[config.mk]
export PLATFORM = sky130hd
export DESIGN_NAME = coarse_count_reader
export DESIGN_NICKNAME = d
export VERILOG_FILES = /design/src/rtl/coarse_count_reader.sv
export SDC_FILE = /design/constraint.sdc
export NUM_CORES = 1
export LEC_CHECK = 0
export CAP_MARGIN = 25
export CORE_AREA = 3 3 177 179
export CTS_CLUSTER_SIZE = 14
export DETAILED_ROUTE_END_ITERATION = 6
export DIE_AREA = 0 0 180 182
export PLACE_DENSITY = 0.62
export SLEW_MARGIN = 10
export SYNTH_ARGS = -nofsm -noshare
export SYNTH_HDL_FRONTEND = slang
export SYNTH_SLANG_ARGS = --single-unit
[constraint.sdc]
create_clock -name clk_CR -period 2.9 [get_ports clk_CR]
set_input_delay 0.29 -clock clk_CR [delete_from_list [all_inputs] [get_ports clk_CR]]
set_output_delay 0.29 -clock clk_CR [all_outputs]
set_load 0.02 [all_outputs]
[src/rtl/coarse_count_reader.sv]
// Consumer for coarse-counter results: edge-detects the valid strobe, tags each
// count and buffers {tag,count} in a FIFO, counting results lost on overflow.
module coarse_count_reader #(
   parameter int CNT_W = 12,
   parameter int TAG_W = 4,
   parameter int DEPTH = 16,
   parameter int OVF_W = 8
) (
   input  logic                     clk_CR,
   input  logic                     reset_CR,
   input  logic                     clear_CR,
   input  logic                     valid_in_CR,
   input  logic [CNT_W-1:0]         count_in_CR,
   input  logic                     rd_en_CR,
   output logic [TAG_W+CNT_W-1:0]   data_out_CR,
   output logic                     data_valid_CR,
   output logic                     empty_CR,
   output logic                     full_CR,
   output logic [$clog2(DEPTH):0]   level_CR,
   output logic [OVF_W-1:0]         ovf_cnt_CR
);

   localparam int AW = $clog2(DEPTH);
   localparam int DW = TAG_W + CNT_W;
   localparam logic [AW:0]      LVL_ONE  = (AW+1)'(1);
   localparam logic [AW:0]      LVL_FULL = (AW+1)'(DEPTH);
   localparam logic [AW-1:0]    PTR_ONE  = AW'(1);
   localparam logic [TAG_W-1:0] TAG_ONE  = TAG_W'(1);
   localparam logic [OVF_W-1:0] OVF_ONE  = OVF_W'(1);

   logic [DW-1:0]    mem [DEPTH];
   logic [AW-1:0]    wr_ptr;
   logic [AW-1:0]    rd_ptr;
   logic             valid_d;
   logic [TAG_W-1:0] tag;
   logic [DW-1:0]    cap_reg;
   logic             cap_vld;

   logic             event_det;
   logic             rd_ok;
   logic             wr_ok;
   logic             drop;
   logic [AW:0]      level_nxt;

   // Event, read/write acceptance and next FIFO occupancy
   always_comb begin
      event_det = valid_in_CR & ~valid_d;
      rd_ok     = rd_en_CR & ~empty_CR;
      wr_ok     = cap_vld & (~full_CR | rd_ok);
      drop      = cap_vld & full_CR & ~rd_ok;
      level_nxt = level_CR;
      unique case ({wr_ok, rd_ok})
         2'b10:   level_nxt = level_CR + LVL_ONE;
         2'b01:   level_nxt = level_CR - LVL_ONE;
         default: level_nxt = level_CR;
      endcase
   end

   // FIFO storage; contents need no reset since level gates every read
   always_ff @(posedge clk_CR) begin
      if (wr_ok && !clear_CR)
         mem[wr_ptr] <= cap_reg;
   end

   // Capture, pointers, flags, readout and overflow counter
   always_ff @(posedge clk_CR or posedge reset_CR) begin
      if (reset_CR) begin
         valid_d       <= 1'b0;
         tag           <= '0;
         cap_reg       <= '0;
         cap_vld       <= 1'b0;
         wr_ptr        <= '0;
         rd_ptr        <= '0;
         level_CR      <= '0;
         empty_CR      <= 1'b1;
         full_CR       <= 1'b0;
         data_out_CR   <= '0;
         data_valid_CR <= 1'b0;
         ovf_cnt_CR    <= '0;
      end else if (clear_CR) begin
         valid_d       <= valid_in_CR;
         tag           <= '0;
         cap_reg       <= '0;
         cap_vld       <= 1'b0;
         wr_ptr        <= '0;
         rd_ptr        <= '0;
         level_CR      <= '0;
         empty_CR      <= 1'b1;
         full_CR       <= 1'b0;
         data_out_CR   <= '0;
         data_valid_CR <= 1'b0;
         ovf_cnt_CR    <= '0;
      end else begin
         valid_d <= valid_in_CR;
         cap_vld <= event_det;
         if (event_det) begin
            cap_reg <= {tag, count_in_CR};
            tag     <= tag + TAG_ONE;
         end
         if (wr_ok)
            wr_ptr <= wr_ptr + PTR_ONE;
         if (rd_ok) begin
            rd_ptr      <= rd_ptr + PTR_ONE;
            data_out_CR <= mem[rd_ptr];
         end
         data_valid_CR <= rd_ok;
         level_CR      <= level_nxt;
         empty_CR      <= (level_nxt == '0);
         full_CR       <= (level_nxt == LVL_FULL);
         if (drop && !(&ovf_cnt_CR))
            ovf_cnt_CR <= ovf_cnt_CR + OVF_ONE;
      end
   end

endmodule
==> results of run 1 <==
## cells in the mapped netlist (2+ instances only)
library cell	instances	area [um2]
edfxtp_1	256	7687
mux4_2	64	1441
dfrtp_1	61	1526
a21oi_1	55	275.3
nor2_1	53	198.9
nand2_1	50	187.7
a22oi_1	32	240.2
clkbuf_1	18	67.56
ha_1	10	125.1
xnor2_1	10	87.58
xor2_1	9	78.83
buf_2	8	40.04
inv_1	8	30.03
nor2b_1	7	43.79
buf_1	6	22.52
nand2b_1	5	31.28
nor3_1	5	25.02
buf_6	4	45.04
buf_4	3	22.52
mux2i_1	3	30.03
nand4_1	3	18.77
a211oi_1	2	15.01
and3_4	2	22.52
and3b_1	2	17.52
nand3_1	2	10.01
or2_1	2	12.51
## worst min-delay path by stage
stage / from / end
floorplan: valid_in_CR / valid_d
global placement: data_out_CR[6] / data_out_CR[6]
detailed placement: data_out_CR[7] / data_out_CR[7]
CTS: reset_CR / ovf_cnt_CR[2]
global route: reset_CR / ovf_cnt_CR[0]
finish: reset_CR / ovf_cnt_CR[0]
## metrics by stage
| stage | util (%) | instance area [um2] |
|---|---|---|
| detailed placement | 46.04 | 13680 |
| global route | 49.64 | 14750 |
| floorplan | - | 12490 |
| finish | 49.64 | 14750 |
| global placement | 46.01 | 13670 |
| CTS | 49.64 | 14750 |
## power breakdown
| group | internal [W] | leakage, nW | switching (W) | total (W) |
|---|---|---|---|---|
| combinational | 0.000414 | 1.28 | 0.000409 | 0.000823 |
| clock | 0.00257 | 0.526 | 0.00161 | 0.00418 |
| sequential | 0.00498 | 3.19 | 0.000104 | 0.00508 |
## layout make-up
cell class / instances / share of cell area [%]
timing repair buffer: 89 / 5.989
sequential: 318 / 62.68
tap: 390 / 3.308
clock inverter: 21 / 1.909
clock buffer: 34 / 5.335
multi-input combinational: 333 / 20.58
inverter: 8 / 0.2036
## metal layers
layer / up-vias / GRT usage, % / part of all wire (%)
met5: - / 0 / 0
met1: 3248 / 20.37 / 44
met4: 0 / 3.249 / 1.5
met2: 148 / 25.11 / 50
met3: 30 / 1.963 / 4.9
li1: 2891 / - / -
## kinds of logic after synthesis
family | Yosys count | synth area share, %
adders and majority gates | 10 | 1.002
buffers and inverters | 47 | 1.824
xor gates and xnor gates | 19 | 1.333
muxes | 67 | 11.79
DFF | 318 | 74.02
and+or+nand+nor | 139 | 5.142
AOI/OAI and AO/OA | 98 | 4.891
==> results.tsv, run 1 <==
stage	metric	value	unit
run_status	status	finished, final reports clean	
cells_and_area	layout-drive-gt1-share	20.80	%
place	dp_cells	1138	
cells_and_area	final_common_cell	edfxtp_1	
routing	drc_errors	0	
clocking	cts_made_buffers	31	
synth	syn_avg_cell_area	17.88	um2
timing	tightest_slew	747.1	ps
clocking	cts_tree	yes	
cells_and_area	antennaDiodeCount	0	
cells_and_area	area_growth_syn_to_layout	18.16	%
global_route	grt_pass1_wl	38000	um
synth	syn-num-nets	725	
critical_path	cp.arrival	3050	ps
timing	min_period	2640	ps
timing	fmax	378.8	MHz
critical_path	r2r_slack	260	ps
critical_path	worstPathMaxFanout	6	
timing	fin_crit_sh	91.03	%
cells_and_area	nets	808	
cells_and_area	multi_input_area	3035	um2
timing	setup_viol	0	
routing	routed_wl	24160	um
place	place_congestion	0.7717	
routing	drt_iter0_drc	465	
critical_path	worstRegToRegCells	9	
pwr	totalPowerFinal	0.01008	W
cells_and_area	largest_reg_flops	256	
flow_run	drv_cap	0	
worst_hold_path	hold_class	in -> async	
critical_path	crit_path_end_kind	flop	
critical_path	worst_path_max_delay_cell	dfstp_2	
routing	ant_nets	0	
routing	routed-via-count	6317	
pwr	pwr_density_cell	683.4	nW/um2
critical_path	r2r-end	full_CR	
critical_path	crit_buf_inv	1	
floorplanning	core	29720	um2
critical_path	crit_path_start_kind	flop	
timing	slew_violations	0	
global_route	grt_max_degree	62	
critical_path	worstSetupPathType	reg -> reg	
synth	synthesis.instances	698	
critical_path	crit_path_end	full_CR	
global_route	grt_pass1_vias	6580	
global_route	overflow	0	
clocking	cts_setup_buffers	0	
clocking	hold_buffers	0	
place	portBuffers	48	
pwr	ir_drop	0.3709	mV
timing	layout_setup_ws	260.1	ps
critical_path	crit_start	empty_CR	
floorplanning	die_h	182	um
synth	synthArstFlopShare	19.50	%
place	dp_hpwl	15810	um
timing	skew	17.65	ps
synth	synth_edf_count	256	
routing	detail_route.wl_per_cell	20.25	um
clocking	cts_buffer_depth	3	
timing	hold_viol	0	
floorplanning	rows	63	
synth	ys_types	44	
synth	synth_warnings	0	
timing	hold_slack	145.5	ps
critical_path	cpPeakStageDelay	540	ps
synth	syn-cell-area	12480	um2
global_route	antenna_found_initial	0	
critical_path	r2r_start	empty_CR	
routing	first_pass_iters	5	
floorplanning	ios	49	
clocking	h-tree-depth	1	
timing	rsz0062_at_grt	no	
critical_path	required	3310	ps
critical_path	critPathTopFamily	compound AO/OA/AOI/OAI gates	
floorplanning	start_util	42.01	%
cells_and_area	stdcell_count	1193	
clocking	cts_num_sinks	318	
critical_path	crit_chain	nand2b_1, a21boi_1, inv_1, ha_1, and4b_1, a311oi_1, nor2_1, o311ai_1, nor3b_2	
routing	viasPerCell	5.295	
cells_and_area	n_fill_cell	2382	
floorplanning	die_width	180	um
clocking	clock_latency	550	ps
clocking	cts_root_buf	clkbuf_16	
place	place_ws	18.76	ps
global_route	track_usage	14.70	%
cells_and_area	final_cell_mix	edfxtp_1, mux4_2, dfrtp_1	
cells_and_area	seq_area	9245	um2
critical_path	path_depth	9	
pwr	p_leak	5.000	nW
clocking	clk_pin_slew	70	ps
synth	yosys_most_used_dff	edfxtp_1	
clocking	post_cts_resized	0	
synth	synth_seq_area_share	74.02	%
synth	ys_ff_latch	318	
timing	relSlewSlack	50.19	%
timing	finalSetupTns	0	ps
floorplanning	die_area	32760	um2
No activity file was read; power rests on OpenSTA's default activity.
==> run 2: changes to the inputs <==
MAX_ROUTING_LAYER = met4   (was unset)
RECOVER_POWER = 50   (was unset)
==> results.tsv, run 2 (synthesis results as in run 1) <==
stage	metric	value	unit
clocking	post_cts_resized	0	
global_route	grt_pass1_wl	37980	um
routing	detail_route.wl_per_cell	20.31	um
clocking	clock_latency	540	ps
pwr	pwr_density_cell	683.8	nW/um2
routing	first_pass_iters	5	
critical_path	crit_path_end_kind	flop	
critical_path	critPathTopFamily	compound AO/OA/AOI/OAI gates	
timing	finalSetupTns	0	ps
cells_and_area	antennaDiodeCount	0	
pwr	ir_drop	0.3659	mV
routing	drc_errors	0	
critical_path	required	3300	ps
clocking	cts_num_sinks	318	
worst_hold_path	hold_class	in -> reg	
cells_and_area	stdcell_count	1193	
floorplanning	die_area	32760	um2
clocking	hold_buffers	0	
clocking	cts_buffer_depth	3	
timing	tightest_slew	1079	ps
timing	slew_violations	0	
critical_path	cpPeakStageDelay	540	ps
clocking	cts_root_buf	clkbuf_16	
cells_and_area	nets	808	
cells_and_area	final_common_cell	edfxtp_1	
global_route	grt_max_degree	62	
timing	rsz0062_at_grt	no	
flow_run	drv_cap	0	
cells_and_area	area_growth_syn_to_layout	17.98	%
floorplanning	die_h	182	um
clocking	clk_pin_slew	70	ps
place	dp_cells	1138	
place	portBuffers	48	
clocking	h-tree-depth	1	
floorplanning	rows	63	
run_status	status	finished, final reports clean	
cells_and_area	n_fill_cell	2388	
floorplanning	core	29720	um2
floorplanning	ios	49	
global_route	grt_pass1_vias	6584	
critical_path	worstPathMaxFanout	6	
routing	viasPerCell	5.343	
routing	routed-via-count	6374	
critical_path	worstSetupPathType	reg -> reg	
routing	ant_nets	0	
floorplanning	start_util	42.01	%
pwr	totalPowerFinal	0.01007	W
global_route	overflow	0	
critical_path	crit_buf_inv	1	
timing	fmax	377.4	MHz
critical_path	crit_path_start_kind	flop	
cells_and_area	layout-drive-gt1-share	20.30	%
timing	fin_crit_sh	91.38	%
routing	drt_iter0_drc	485	
clocking	cts_tree	yes	
place	place_congestion	0.7822	
place	dp_hpwl	15810	um
timing	relSlewSlack	28.04	%
global_route	track_usage	15.13	%
cells_and_area	largest_reg_flops	256	
cells_and_area	multi_input_area	3035	um2
timing	skew	13.87	ps
clocking	cts_setup_buffers	0	
pwr	p_leak	4.988	nW
timing	min_period	2650	ps
timing	hold_viol	0	
critical_path	worst_path_max_delay_cell	dfstp_1	
floorplanning	die_width	180	um
timing	setup_viol	0	
global_route	antenna_found_initial	0	
critical_path	cp.arrival	3050	ps
routing	routed_wl	24220	um
cells_and_area	final_cell_mix	edfxtp_1, mux4_2, dfrtp_1	
critical_path	crit_chain	nand2b_1, a21boi_1, inv_1, ha_1, and4b_1, a311oi_1, nor2_1, o311ai_1, nor3b_2	
clocking	cts_made_buffers	31	
cells_and_area	seq_area	9245	um2
## run 2: cell count changes in the layout (fill, tap and decap cells not counted), sizes merged
cell	previous run	this run
clkbuf	34	37
buf	42	39
dlygate4sd3	0	2
clkdlybuf4s50	47	45
## run 2: worst paths after layout
path | from | to | slack (ps) | depth (start not counted)
worst max-delay path | empty_CR | full_CR | 250 | 9
worst min-delay path | count_in_CR[3] | cap_reg[3] | 300 | 3
min in group asynchronous | reset_CR | ovf_cnt_CR[7] | 460 | 2
worst max register to register | empty_CR | full_CR | 250 | 9
max in group asynchronous | reset_CR | data_out_CR[4] | 810 | 3
worst min register to register | data_out_CR[7] | data_out_CR[7] | 520 | 2
## run 2: through the flow
step	util (%)	hold slack, ps	worst slack (ps)	cell area (um2)
6_report	49.56	298.7	249.9	14730
5_1_grt	49.56	294.3	33.73	14730
4_1_cts	49.64	154.0	275.0	14750
3_5_place_dp	46.04	504.0	18.76	13680
3_3_place_gp	46.01	499.6	113.9	13670
2_1_floorplan	-	321.4	-77.54	12490
## run 2: layout make-up
type,instances,area share [%]
clock inverters,21,1.911
flip-flops and latches,318,62.77
multi-input cells,333,20.61
well taps,390,3.313
repair buffers,89,5.845
inverters,8,0.2039
clock buffers,34,5.344
## run 2: power by group
group	total, W	internal, W	switching, W
combinational	0.000819	0.000410	0.000409
clock	0.00417	0.00257	0.00161
sequential	0.00508	0.00497	0.000104
## run 2: metal layers
metal / global-route usage (%) / up-vias / wire [um]
met5: - / - / 0
met4: 3.249 / 0 / 380
met2: 25.09 / 149 / 12040
li1: - / 2894 / -
met3: 1.923 / 35 / 1131
met1: 20.38 / 3296 / 10680
## run 2: worst register-to-register path: cells and delay by family (launching register included)
kind | cells | cell delay (ps)
AOI/OAI and AO/OA | 3 | 950
DFF | 1 | 540
and+or+nand+nor | 4 | 610
buffers and inverters | 1 | 130
adders and majority gates | 1 | 300
==> run 3: changes to the inputs <==
GPL_TIMING_DRIVEN = 0   (was unset)
==> results.tsv, run 3 (synthesis results as in run 1) <==
stage	metric	value	unit
critical_path	cpPeakStageDelay	360	ps
place	portBuffers	47	
clocking	cts_tree	yes	
critical_path	required	3370	ps
critical_path	worstPathMaxFanout	10	
global_route	grt_pass1_vias	6670	
clocking	cts_num_sinks	318	
timing	min_period	2695	ps
clocking	clock_latency	550	ps
timing	slew_violations	0	
critical_path	r2r_slack	210	ps
cells_and_area	layout-drive-gt1-share	20.00	%
floorplanning	die_width	180	um
floorplanning	die_h	182	um
timing	relSlewSlack	15.85	%
timing	hold_slack	196.2	ps
pwr	ir_drop	0.4321	mV
routing	routed_wl	25520	um
timing	fmax	371.1	MHz
timing	tightest_slew	1255	ps
routing	first_pass_iters	5	
floorplanning	ios	49	
routing	ant_nets	0	
critical_path	r2r_start	empty_CR	
clocking	h-tree-depth	1	
cells_and_area	area_growth_syn_to_layout	17.76	%
routing	drt_iter0_drc	512	
run_status	status	finished, final reports clean	
cells_and_area	final_util	49.47	%
floorplanning	rows	63	
routing	viasPerCell	5.285	
critical_path	r2r-end	full_CR	
timing	finalSetupTns	0	ps
clocking	clk_pin_slew	60	ps
clocking	cts_root_buf	clkbuf_16	
worst_hold_path	hold_path.startpoint	clear_CR	
cells_and_area	design_area	14700	um2
timing	skew	14.15	ps
cells_and_area	largest_reg_flops	256	
pwr	pwr_density_cell	657.3	nW/um2
critical_path	crit_path_start_kind	flop	
global_route	antenna_found_initial	0	
cells_and_area	final_common_cell	edfxtp_1	
floorplanning	core	29720	um2
critical_path	crit_path_end_kind	flop	
routing	detail_route.wl_per_cell	21.09	um
cells_and_area	antennaDiodeCount	0	
place	place_area	13730	um2
cells_and_area	nets	824	
worst_hold_path	whs_endpoint	level_CR[4]	
routing	drc_errors	0	
worst_hold_path	hold_class	in -> reg	
floorplanning	start_util	42.01	%
place	dp_hpwl	17670	um
routing	routed-via-count	6395	
timing	setup_viol	0	
floorplanning	die_area	32760	um2
critical_path	cp.arrival	3160	ps
global_route	overflow	0	
worst_hold_path	worstHoldPathCells	2	
place	place_congestion	0.7757	
clocking	cts_buffer_depth	3	
critical_path	worstSetupPathType	reg -> reg	
flow_run	drv_cap	0	
critical_path	crit_chain	nand2b_1, buf_6, a21boi_4, inv_1, ha_2, xor2_1, ha_1, a21oi_1, mux2i_1, xnor2_1, o311ai_2, nor3b_2	
global_route	track_usage	16.38	%
global_route	grt_max_degree	37	
pwr	p_leak	4.903	nW
cells_and_area	final_cell_mix	edfxtp_1, mux4_2, dfrtp_1	
timing	fin_crit_sh	92.92	%
clocking	cts_made_buffers	31	
timing	hold_viol	0	
critical_path	worstRegToRegCells	12	
global_route	grt_pass1_wl	40210	um
clocking	hold_buffers	0	
critical_path	worst_path_max_delay_cell	dfstp_2	
-- run 3: power breakdown --
group          total (W)  internal (W)  switching, W
sequential       0.00505       0.00497     0.0000787
combinational   0.000889      0.000423      0.000465
clock            0.00372       0.00212       0.00160
-- run 3: worst max path at each step --
stage                   from   endpoint  slack [ps]  cells past startpoint
detailed placement  rd_en_CR  mem[3][8]        -540                      9
CTS                 empty_CR    full_CR          10                     12
finish              empty_CR    full_CR         210                     12
floorplan           empty_CR  mem[0][0]         -80                      7
global route        empty_CR    full_CR         -10                     12
global placement    rd_en_CR  mem[0][6]       -1760                      8
-- run 3: cell type report --
type                            instances  area, um2
Multi-Input combinational cell        333       3099
Inverter                                8      35.03
Clock buffer                           36      794.5
Timing Repair Buffer                   66      700.7
Clock inverter                         20      138.9
Tap cell                              390      488.0
Fill cell                            2463      15020
Buffer                                 39      203.9
Sequential cell                       318       9240
-- run 3: worst max-delay path, delay by kind of cell, from the launching register on --
family          cells  cell delay (ps)
buf+inv             2              280
mux                 1              250
fa+ha+maj           2              440
xor+xnor            2              380
compound gates      3              560
simple gates        2              340
flops               1              360
-- run 3: timing repair --
| action | CTS | global route |
|---|---|---|
| setup buffers | 0 | 2 |
| gates cloned | 0 | 0 |
| pin swaps | 0 | 3 |
| resized for setup | 3 | 5 |
| endpoints found under the setup margin | 32 | 23 |
-- run 3: per-layer routing --
metal / wire length (um) / GRT usage [%] / vias up
li1: - / - / 2931
met1: 11330 / 22.54 / 3297
met2: 12690 / 26.76 / 125
met3: 902 / 1.422 / 42
met4: 598 / 4.270 / 0
met5: 0 / - / -
-- run 3: stage by stage --
stage / worst slack (ps) / cells / power (W)
floorplan: -77.54 / 698 / 0.005732
global placement: -1761 / 1135 / 0.006021
detailed placement: -538.5 / 1152 / 0.006034
CTS: 13.96 / 1208 / 0.009743
global route: -10.47 / 1210 / 0.01004
finish: 205.3 / 1210 / 0.009663
